**config.mk**
```make
export PLATFORM = sky130hd
export DESIGN_NAME = alu_arbiter_flat
export DESIGN_NICKNAME = d
export VERILOG_FILES = /design/src/rtl/alu_arbiter_if.sv /design/src/rtl/alu_arbiter.sv /design/src/flat_wrapper.sv
export SDC_FILE = /design/constraint.sdc
export NUM_CORES = 1
export LEC_CHECK = 0
export CAP_MARGIN = 10
export CORE_MARGIN = 2
export CORE_UTILIZATION = 25
export CTS_BUF_LIST = sky130_fd_sc_hd__clkbuf_8
export DETAILED_ROUTE_END_ITERATION = 8
export PLACE_DENSITY = 0.63
export SETUP_SLACK_MARGIN = 0.05
export SYNTH_ARGS = -nofsm -noshare
export SYNTH_HDL_FRONTEND = slang
export SYNTH_SLANG_ARGS = --single-unit
```
**constraint.sdc**
```tcl
create_clock -name clk -period 2.73 [get_ports clk]
set_clock_uncertainty 0.2 [all_clocks]
set_input_delay 0.273 -clock clk [delete_from_list [all_inputs] [get_ports clk]]
set_output_delay 0.273 -clock clk [all_outputs]
set_load 0.02 [all_outputs]
```
**src/rtl/alu_arbiter_if.sv**
```systemverilog
// Requester, shared-ALU and status signals of alu_arbiter, grouped for the
// slave (arbiter) and master (requesters plus ALU environment) sides.
interface alu_arbiter_if;
    localparam int unsigned DW = 4;

    logic          req0, req1;
    logic [DW-1:0] a0, b0, f0, a1, b1, f1;
    logic          gnt0, gnt1, done0, done1;
    logic [DW-1:0] y0, y1;
    logic          c0, c1;
    logic [DW-1:0] alu_a, alu_b, alu_f;
    logic [DW-1:0] alu_y;
    logic          alu_c;
    logic          busy;

    modport slave (
        input  req0, req1, a0, b0, f0, a1, b1, f1, alu_y, alu_c,
        output gnt0, gnt1, done0, done1, y0, y1, c0, c1,
               alu_a, alu_b, alu_f, busy
    );

    modport master (
        output req0, req1, a0, b0, f0, a1, b1, f1, alu_y, alu_c,
        input  gnt0, gnt1, done0, done1, y0, y1, c0, c1,
               alu_a, alu_b, alu_f, busy
    );
endinterface

```
**src/rtl/alu_arbiter.sv**
```systemverilog
// Two-requester round-robin arbiter for one shared ALU with a fixed result
// latency; operands are held on the ALU drive until the result is captured.
module alu_arbiter #(
    parameter int unsigned ALU_LAT = 1
) (
    input  logic         clk,
    input  logic         rst_n,
    alu_arbiter_if.slave bus
);
    localparam int unsigned DW = 4;
    localparam int unsigned CW = 4;

    typedef enum logic [1:0] {IDLE, EXEC, DONE} state_e;

    state_e        state_q, state_d;
    logic [CW-1:0] cnt_q, cnt_d;
    logic          owner_q, owner_d;
    logic          gnt0_q, gnt0_d, gnt1_q, gnt1_d;
    logic          done0_q, done0_d, done1_q, done1_d;
    logic          busy_q, busy_d;
    logic [DW-1:0] y0_q, y0_d, y1_q, y1_d;
    logic          c0_q, c0_d, c1_q, c1_d;
    logic [DW-1:0] alu_a_q, alu_a_d, alu_b_q, alu_b_d, alu_f_q, alu_f_d;
    logic          pick;

    always_ff @(posedge clk or negedge rst_n) begin
        if (!rst_n) begin
            state_q <= IDLE;
            cnt_q   <= '0;
            owner_q <= 1'b1;
            gnt0_q  <= 1'b0;
            gnt1_q  <= 1'b0;
            done0_q <= 1'b0;
            done1_q <= 1'b0;
            busy_q  <= 1'b0;
            y0_q    <= '0;
            y1_q    <= '0;
            c0_q    <= 1'b0;
            c1_q    <= 1'b0;
            alu_a_q <= '0;
            alu_b_q <= '0;
            alu_f_q <= '0;
        end else begin
            state_q <= state_d;
            cnt_q   <= cnt_d;
            owner_q <= owner_d;
            gnt0_q  <= gnt0_d;
            gnt1_q  <= gnt1_d;
            done0_q <= done0_d;
            done1_q <= done1_d;
            busy_q  <= busy_d;
            y0_q    <= y0_d;
            y1_q    <= y1_d;
            c0_q    <= c0_d;
            c1_q    <= c1_d;
            alu_a_q <= alu_a_d;
            alu_b_q <= alu_b_d;
            alu_f_q <= alu_f_d;
        end
    end

    always_comb begin
        state_d = state_q;
        cnt_d   = cnt_q;
        owner_d = owner_q;
        gnt0_d  = 1'b0;
        gnt1_d  = 1'b0;
        done0_d = 1'b0;
        done1_d = 1'b0;
        y0_d    = y0_q;
        y1_d    = y1_q;
        c0_d    = c0_q;
        c1_d    = c1_q;
        alu_a_d = alu_a_q;
        alu_b_d = alu_b_q;
        alu_f_d = alu_f_q;
        pick    = 1'b0;

        unique case (state_q)
            IDLE: begin
                if (bus.req0 || bus.req1) begin
                    // on a tie the requester not served last wins
                    pick    = (bus.req0 && bus.req1) ? !owner_q : bus.req1;
                    owner_d = pick;
                    cnt_d   = '0;
                    state_d = EXEC;
                    gnt0_d  = !pick;
                    gnt1_d  = pick;
                    alu_a_d = pick ? bus.a1 : bus.a0;
                    alu_b_d = pick ? bus.b1 : bus.b0;
                    alu_f_d = pick ? bus.f1 : bus.f0;
                end
            end
            EXEC: begin
                if (cnt_q == CW'(ALU_LAT - 1)) begin
                    state_d = DONE;
                    done0_d = !owner_q;
                    done1_d = owner_q;
                    if (owner_q) begin
                        y1_d = bus.alu_y;
                        c1_d = bus.alu_c;
                    end else begin
                        y0_d = bus.alu_y;
                        c0_d = bus.alu_c;
                    end
                end else begin
                    cnt_d = cnt_q + CW'(1);
                end
            end
            DONE:    state_d = IDLE;
            default: state_d = IDLE;
        endcase

        busy_d = (state_d != IDLE);
    end

    assign bus.gnt0  = gnt0_q;
    assign bus.gnt1  = gnt1_q;
    assign bus.done0 = done0_q;
    assign bus.done1 = done1_q;
    assign bus.busy  = busy_q;
    assign bus.y0    = y0_q;
    assign bus.y1    = y1_q;
    assign bus.c0    = c0_q;
    assign bus.c1    = c1_q;
    assign bus.alu_a = alu_a_q;
    assign bus.alu_b = alu_b_q;
    assign bus.alu_f = alu_f_q;
endmodule

```
**src/flat_wrapper.sv**
```systemverilog
// flat-port wrapper written by rule: the top's interface ports become plain ports
module alu_arbiter_flat 
#(
    parameter int unsigned ALU_LAT = 1
)
  (clk, rst_n, bus_req0, bus_req1, bus_a0, bus_b0, bus_f0, bus_a1, bus_b1, bus_f1, bus_alu_y, bus_alu_c, bus_gnt0, bus_gnt1, bus_done0, bus_done1, bus_y0, bus_y1, bus_c0, bus_c1, bus_alu_a, bus_alu_b, bus_alu_f, bus_busy);
  alu_arbiter_if bus_i ();
  input  logic clk;
  input  logic rst_n;
  input wire logic [$bits(bus_i.req0)-1:0] bus_req0;
  input wire logic [$bits(bus_i.req1)-1:0] bus_req1;
  input wire logic [$bits(bus_i.a0)-1:0] bus_a0;
  input wire logic [$bits(bus_i.b0)-1:0] bus_b0;
  input wire logic [$bits(bus_i.f0)-1:0] bus_f0;
  input wire logic [$bits(bus_i.a1)-1:0] bus_a1;
  input wire logic [$bits(bus_i.b1)-1:0] bus_b1;
  input wire logic [$bits(bus_i.f1)-1:0] bus_f1;
  input wire logic [$bits(bus_i.alu_y)-1:0] bus_alu_y;
  input wire logic [$bits(bus_i.alu_c)-1:0] bus_alu_c;
  output wire logic [$bits(bus_i.gnt0)-1:0] bus_gnt0;
  output wire logic [$bits(bus_i.gnt1)-1:0] bus_gnt1;
  output wire logic [$bits(bus_i.done0)-1:0] bus_done0;
  output wire logic [$bits(bus_i.done1)-1:0] bus_done1;
  output wire logic [$bits(bus_i.y0)-1:0] bus_y0;
  output wire logic [$bits(bus_i.y1)-1:0] bus_y1;
  output wire logic [$bits(bus_i.c0)-1:0] bus_c0;
  output wire logic [$bits(bus_i.c1)-1:0] bus_c1;
  output wire logic [$bits(bus_i.alu_a)-1:0] bus_alu_a;
  output wire logic [$bits(bus_i.alu_b)-1:0] bus_alu_b;
  output wire logic [$bits(bus_i.alu_f)-1:0] bus_alu_f;
  output wire logic [$bits(bus_i.busy)-1:0] bus_busy;
  assign bus_i.req0 = bus_req0;
  assign bus_i.req1 = bus_req1;
  assign bus_i.a0 = bus_a0;
  assign bus_i.b0 = bus_b0;
  assign bus_i.f0 = bus_f0;
  assign bus_i.a1 = bus_a1;
  assign bus_i.b1 = bus_b1;
  assign bus_i.f1 = bus_f1;
  assign bus_i.alu_y = bus_alu_y;
  assign bus_i.alu_c = bus_alu_c;
  assign bus_gnt0 = bus_i.gnt0;
  assign bus_gnt1 = bus_i.gnt1;
  assign bus_done0 = bus_i.done0;
  assign bus_done1 = bus_i.done1;
  assign bus_y0 = bus_i.y0;
  assign bus_y1 = bus_i.y1;
  assign bus_c0 = bus_i.c0;
  assign bus_c1 = bus_i.c1;
  assign bus_alu_a = bus_i.alu_a;
  assign bus_alu_b = bus_i.alu_b;
  assign bus_alu_f = bus_i.alu_f;
  assign bus_busy = bus_i.busy;
  alu_arbiter #(.ALU_LAT(ALU_LAT)) u_core (.clk(clk), .rst_n(rst_n), .bus(bus_i));
endmodule
```
### After elaboration in Yosys (flattened, before gate mapping)

Cells that the tools add are included.

* add/subtract/negate cells: 1
* eq/ne operators: 3
* muxes and demuxes: 18
* bitwise logic cells: 1
* reductions and logical operators: 12

Operator list (count)
* two-way mux 4 bit: 5
* two-way mux 1 bit: 9
* AND reduction 3 bit: 3
* case mux 4 bit (2 select lines): 1
* adder 4 x 1 -> 4 bit, second input constant: 1
* logical NOT 4 bit: 1
* two-way mux 2 bit: 2
* case mux 2 bit (2 select lines): 1
* nonzero test 2 bit: 2
* == test 2 x 1 -> 1 bit, second input constant: 1
* logical NOT 1 bit: 2
* logical NOT 2 bit: 1
* inequality test 2 x 1 -> 1 bit, second input constant: 1
* inequality test 2 bit, second input constant: 1
* AND reduction 2 bit: 1
* logical AND 1 bit: 1
* logical OR 1 bit: 1
* NOT 1 bit: 1

* register bits after elaboration: 34
* bits of input ports: 33
* output and inout port bits: 27
* logic and storage cells: 50

### Logic depth before layout (Yosys ltp)

* depth after elaboration: 5
* mapped depth: 5
* depth with buffers taken out: 5

### Worst setup path before layout

No wires, ideal clock.

* kind: register to register
* start: register u_core.cnt_q[0]
* end: register u_core.c1_q (netlist: u_core.bus.c1)
* setup time: 0.125 ns
* arrival: 1.590 ns
* required time: 2.405 ns
* setup slack: 0.815 ns
* stages on the path, launching flop included: 6
* buffers on the path: 0
* clock period less this slack: 1.915 ns
* path through: dfrtp_1 inv_1 ha_1 or3b_4 nor3_4 mux2_2

* word-level cells in the longest chain between the ends: 2

Ends and longest elaborated chain
* start, declared: line alu_arbiter.sv:16 `logic [CW-1:0] cnt_q, cnt_d;`
* start signal, assigned: line alu_arbiter.sv:45 `cnt_q <= cnt_d;`
* logical NOT 4 bit: line alu_arbiter.sv:95 `if (cnt_q == CW'(ALU_LAT - 1)) begin`
* AND reduction 3 bit (no source line)
* end signal, assigned: line alu_arbiter.sv:39 `c1_q <= 1'b0;`
* end signal, assigned: line alu_arbiter.sv:55 `c1_q <= c1_d;`
* end, declared: line alu_arbiter.sv:22 `logic c0_q, c0_d, c1_q, c1_d;`

Every way passes these cells.
A chain may end at the register's enable or synchronous reset.

### Final worst setup path

* start: register u_core.cnt_q[0]
* end: register u_core.y1_q[2] (netlist: u_core.bus.y1[2])

* word-level cells in the longest chain between the ends: 2

Ends and longest elaborated chain
* logical NOT 4 bit: line alu_arbiter.sv:95
* AND reduction 3 bit (no source line)
* end signal, assigned: line alu_arbiter.sv:53 `y1_q <= y1_d;`
* end, declared: line alu_arbiter.sv:21 `logic [DW-1:0] y0_q, y0_d, y1_q, y1_d;`

Every way passes these cells.

==> results by group <==
Outcome
  – Outcome: finished, final reports clean

Drt
  – ANT nets after route: 0
  – 1st-iter DRT viols: 64
  – Remaining routing DRC violations: 0
  – Number of iterations in the first detailed-routing pass: 4
  – Wire per inst: about 13 um
  – Routed via count: between 1000 and 1500
  – WL final: about 3300 um
  – Vias/cell: ~4.4

Critical path
  – Required time worst endpoint: roughly 2.7 ns
  – Critical path startpoint category: flip-flop
  – Critical path class: flip-flop to flip-flop
  – Worst-path fanout max: 6
  – Worst reg2reg path startpoint: u_core.cnt_q[0]
  – CP max stage cell: or3b_4
  – Crit path largest cell delay: approximately 0.42 ns
  – Critical Path Sink Type: flip-flop
  – CP arrival: between 2 and 2.5 ns
  – Crit-path leading delay family: simple AND/OR/NAND/NOR gates
  – Buf+Inv Stages, Crit Path: 1
  – CP Cell Sequence: inv_1, ha_1, or3b_4, nor3_4, mux2_2
  – Worst setup startpoint: u_core.cnt_q[0]

Global routing
  – GRT overflow: 0
  – Number of global-route vias before repair: about 1100
  – Gr usage total: 0.112
  – First-pass GRT wire length: 5540 um
  – Pin count of the biggest net entering global routing: 35
  – Initial antenna violation count: 0

Finish
  – Area Overhead vs Synth: 52.2%
  – Layout cell share with drive strength beyond 1: 0.202
  – Most frequent cells in the layout: clkdlybuf4s50_1 (58), dfrtp_1 (33), mux2_2 (20)
  – Storage cell area: roughly 850 um2
  – Layout Cells excl Fill: roughly 250
  – Diodes inserted: 0
  – Fillers: roughly 600
  – Final Util: 0.387
  – Nets@finish: between 200 and 250
  – Multi-input logic area: around 600 um2
  – Commonest non-fill, non-tap cell in the layout: clkdlybuf4s50_1

Clock network
  – Worst skew pair latency: about 0.28 ns
  – TritonCTS clock tree: done
  – Root Buffer: clkbuf_8
  – Reg clk slew, reported paths: 0.07 ns
  – Clock Path Buffers: 2
  – CTS Buf Count: 5
  – Post-CTS setup buffers: 0
  – TritonCTS Sinks: 34
  – H-tree level count: 2

Place
  – Post-DP HPWL: ~2400 um
  – Placed Cells: between 200 and 250
  – Final Wtd Congestion: approximately 0.8
  – # port buffers: 59

Pwr
  – Gate power share: 0.492
  – Flop pwr share: 0.351
  – VDD IR-drop max: about 0.56 mV
  – Int Pwr: between 1.5 and 2 mW
  – Power per cell area: between 1000 and 1500 nW/um2
  – Clock power frac: 0.157
  – Sw frac: 0.358
  – Switching pwr: roughly 0.86 mW
  – Leak: around 0.96 nW

STA
  – Slew headroom: 0.496
  – Total Neg Setup Slack: 0 ns
  – Setup violators final: 0
  – Final Max Slew Viols: 0
  – Fin. Hold Viols: 0
  – Worst-margin pin slew: around 0.76 ns
  – Post-layout min period: 2.11 ns
  – Setup repair after global routing missed its margin: no
  – Hold_ws: 0.306 ns
  – Max Freq: roughly 470 MHz
  – Tcrit/Tclk final: 0.774

Hold path
  – HP Start: u_core.bus.y1[3]
  – Hold crit path type: flip-flop to flip-flop

Yosys
  – Mapped Area: about 1500 um2
  – Avg Cell Area, Syn: between 10 and 15 um2
  – Yosys warning total: 0
  – Synthesized net count: roughly 150
  – Seq cells post-synth: 34
  – Synth Instances: 112
  – Sequential share of the synthesized area: 0.576
  – Post-synth cell types: 27

Die
  – Die Y: 80.9 um
  – Core area: 5820 um2
  – Initial Util: 0.255
  – IO Pins: 60
  – Die X: 80.9 um
  – Die area: about 6600 um2
  – Std-Cell Rows: 28

Run
  – MaxCap Viol Count: 0
## Yosys cell counts (all sizes together)
cell / number / share of area
dfrtp: 33 / 0.56
mux2: 20 / 0.15
a221o: 7 / 0.047
and3: 7 / 0.030
nor2: 6 / 0.020
inv: 4 / 0.010
nand2: 4 / 0.010
nand3: 4 / 0.014
nand2b: 3 / 0.013
o22ai: 3 / 0.013
buf: 2 / 0.0068
ha: 2 / 0.017
nor2b: 2 / 0.0085
nor3: 2 / 0.022
o211ai: 2 / 0.010
o21ai: 2 / 0.0068
a21boi: 1 / 0.0076
clkbuf: 1 / 0.0034
dfstp: 1 / 0.018
nand4b: 1 / 0.0059
nor3b: 1 / 0.0051
o31ai: 1 / 0.0051
or2: 1 / 0.0042
or3b: 1 / 0.0076
xor2: 1 / 0.0059
## final timing paths
| check | end | slack, ns | cells past startpoint |
|---|---|---|---|
| min in group asynchronous | u_core.bus.alu_b[0] | 0.42 | 2 |
| worst min-delay path | u_core.bus.y1[3] | 0.31 | 1 |
| worst min register to register | u_core.bus.y1[3] | 0.31 | 1 |
| worst max-delay path | u_core.bus.y1[2] | 0.62 | 5 |
| max in group asynchronous | u_core.state_q[1] | 1.43 | 2 |
| worst max register to register | u_core.bus.y1[2] | 0.62 | 5 |
## state kept, by name, indices dropped and copies added (netlist names), 2 cells and up
| register | flops |
|---|---|
| u_core.bus.alu_a | 4 |
| u_core.bus.alu_b | 4 |
| u_core.bus.alu_f | 4 |
| u_core.bus.y0 | 4 |
| u_core.bus.y1 | 4 |
| u_core.cnt_q | 4 |
| u_core.state_q | 2 |
## cells by family (layout without fill, tap and decap cells)
logic type               Yosys count  count (layout)  synth area share
flip-flops                        34              34             0.576
AND/OR/NAND/NOR                   32              32             0.139
multiplexers                      20              20             0.152
AO/OA/AOI/OAI                     16              16            0.0896
buffers and inverters              7              73            0.0203
adder cells (fa/ha/maj)            2               2            0.0169
XOR/XNOR                           1               1           0.00592
## final cells by class
type / count / area share
Multi-Input combinational cell: 71 / 0.265
Timing Repair Buffer: 61 / 0.268
Clock inverter: 2 / 0.00389
Tap cell: 75 / 0.0416
Inverter: 4 / 0.00666
Sequential cell: 34 / 0.378
Clock buffer: 6 / 0.0366
## power by group through the flow
stage	combinational [mW]	clock, mW	sequential (mW)
2_1_floorplan	0.430	0	1.09
3_3_place_gp	1.19	0	0.854
3_5_place_dp	1.20	0	0.852
4_1_cts	1.20	0.391	0.848
5_1_grt	1.27	0.423	0.873
6_report	1.18	0.379	0.844
## routing by layer
metal | GRT usage | vias up | wire [um]
met1 | 0.141 | 537 | 1440
met3 | 0.0444 | 7 | 201
met2 | 0.178 | 32 | 1630
met5 | 0 | - | 0
met4 | 0.0356 | 0 | 55
li1 | - | 539 | -
## metrics by stage
stage / setup slack, ns / cell area (um2) / total power, mW
finish: 0.618 / 2250 / 2.41
global route: 0.489 / 2250 / 2.57
global placement: 0.634 / 2150 / 2.05
CTS: 0.581 / 2250 / 2.44
detailed placement: 0.596 / 2150 / 2.05
floorplan: 0.815 / 1480 / 1.52
## timing repair
item | CTS | global route
hold buffers | 1 | 0
hold endpoints to repair | 33 | 0
gates resized for setup | 0 | 0
setup endpoints to repair | 0 | 0
Note: power is estimated with default switching activity, not from simulation.
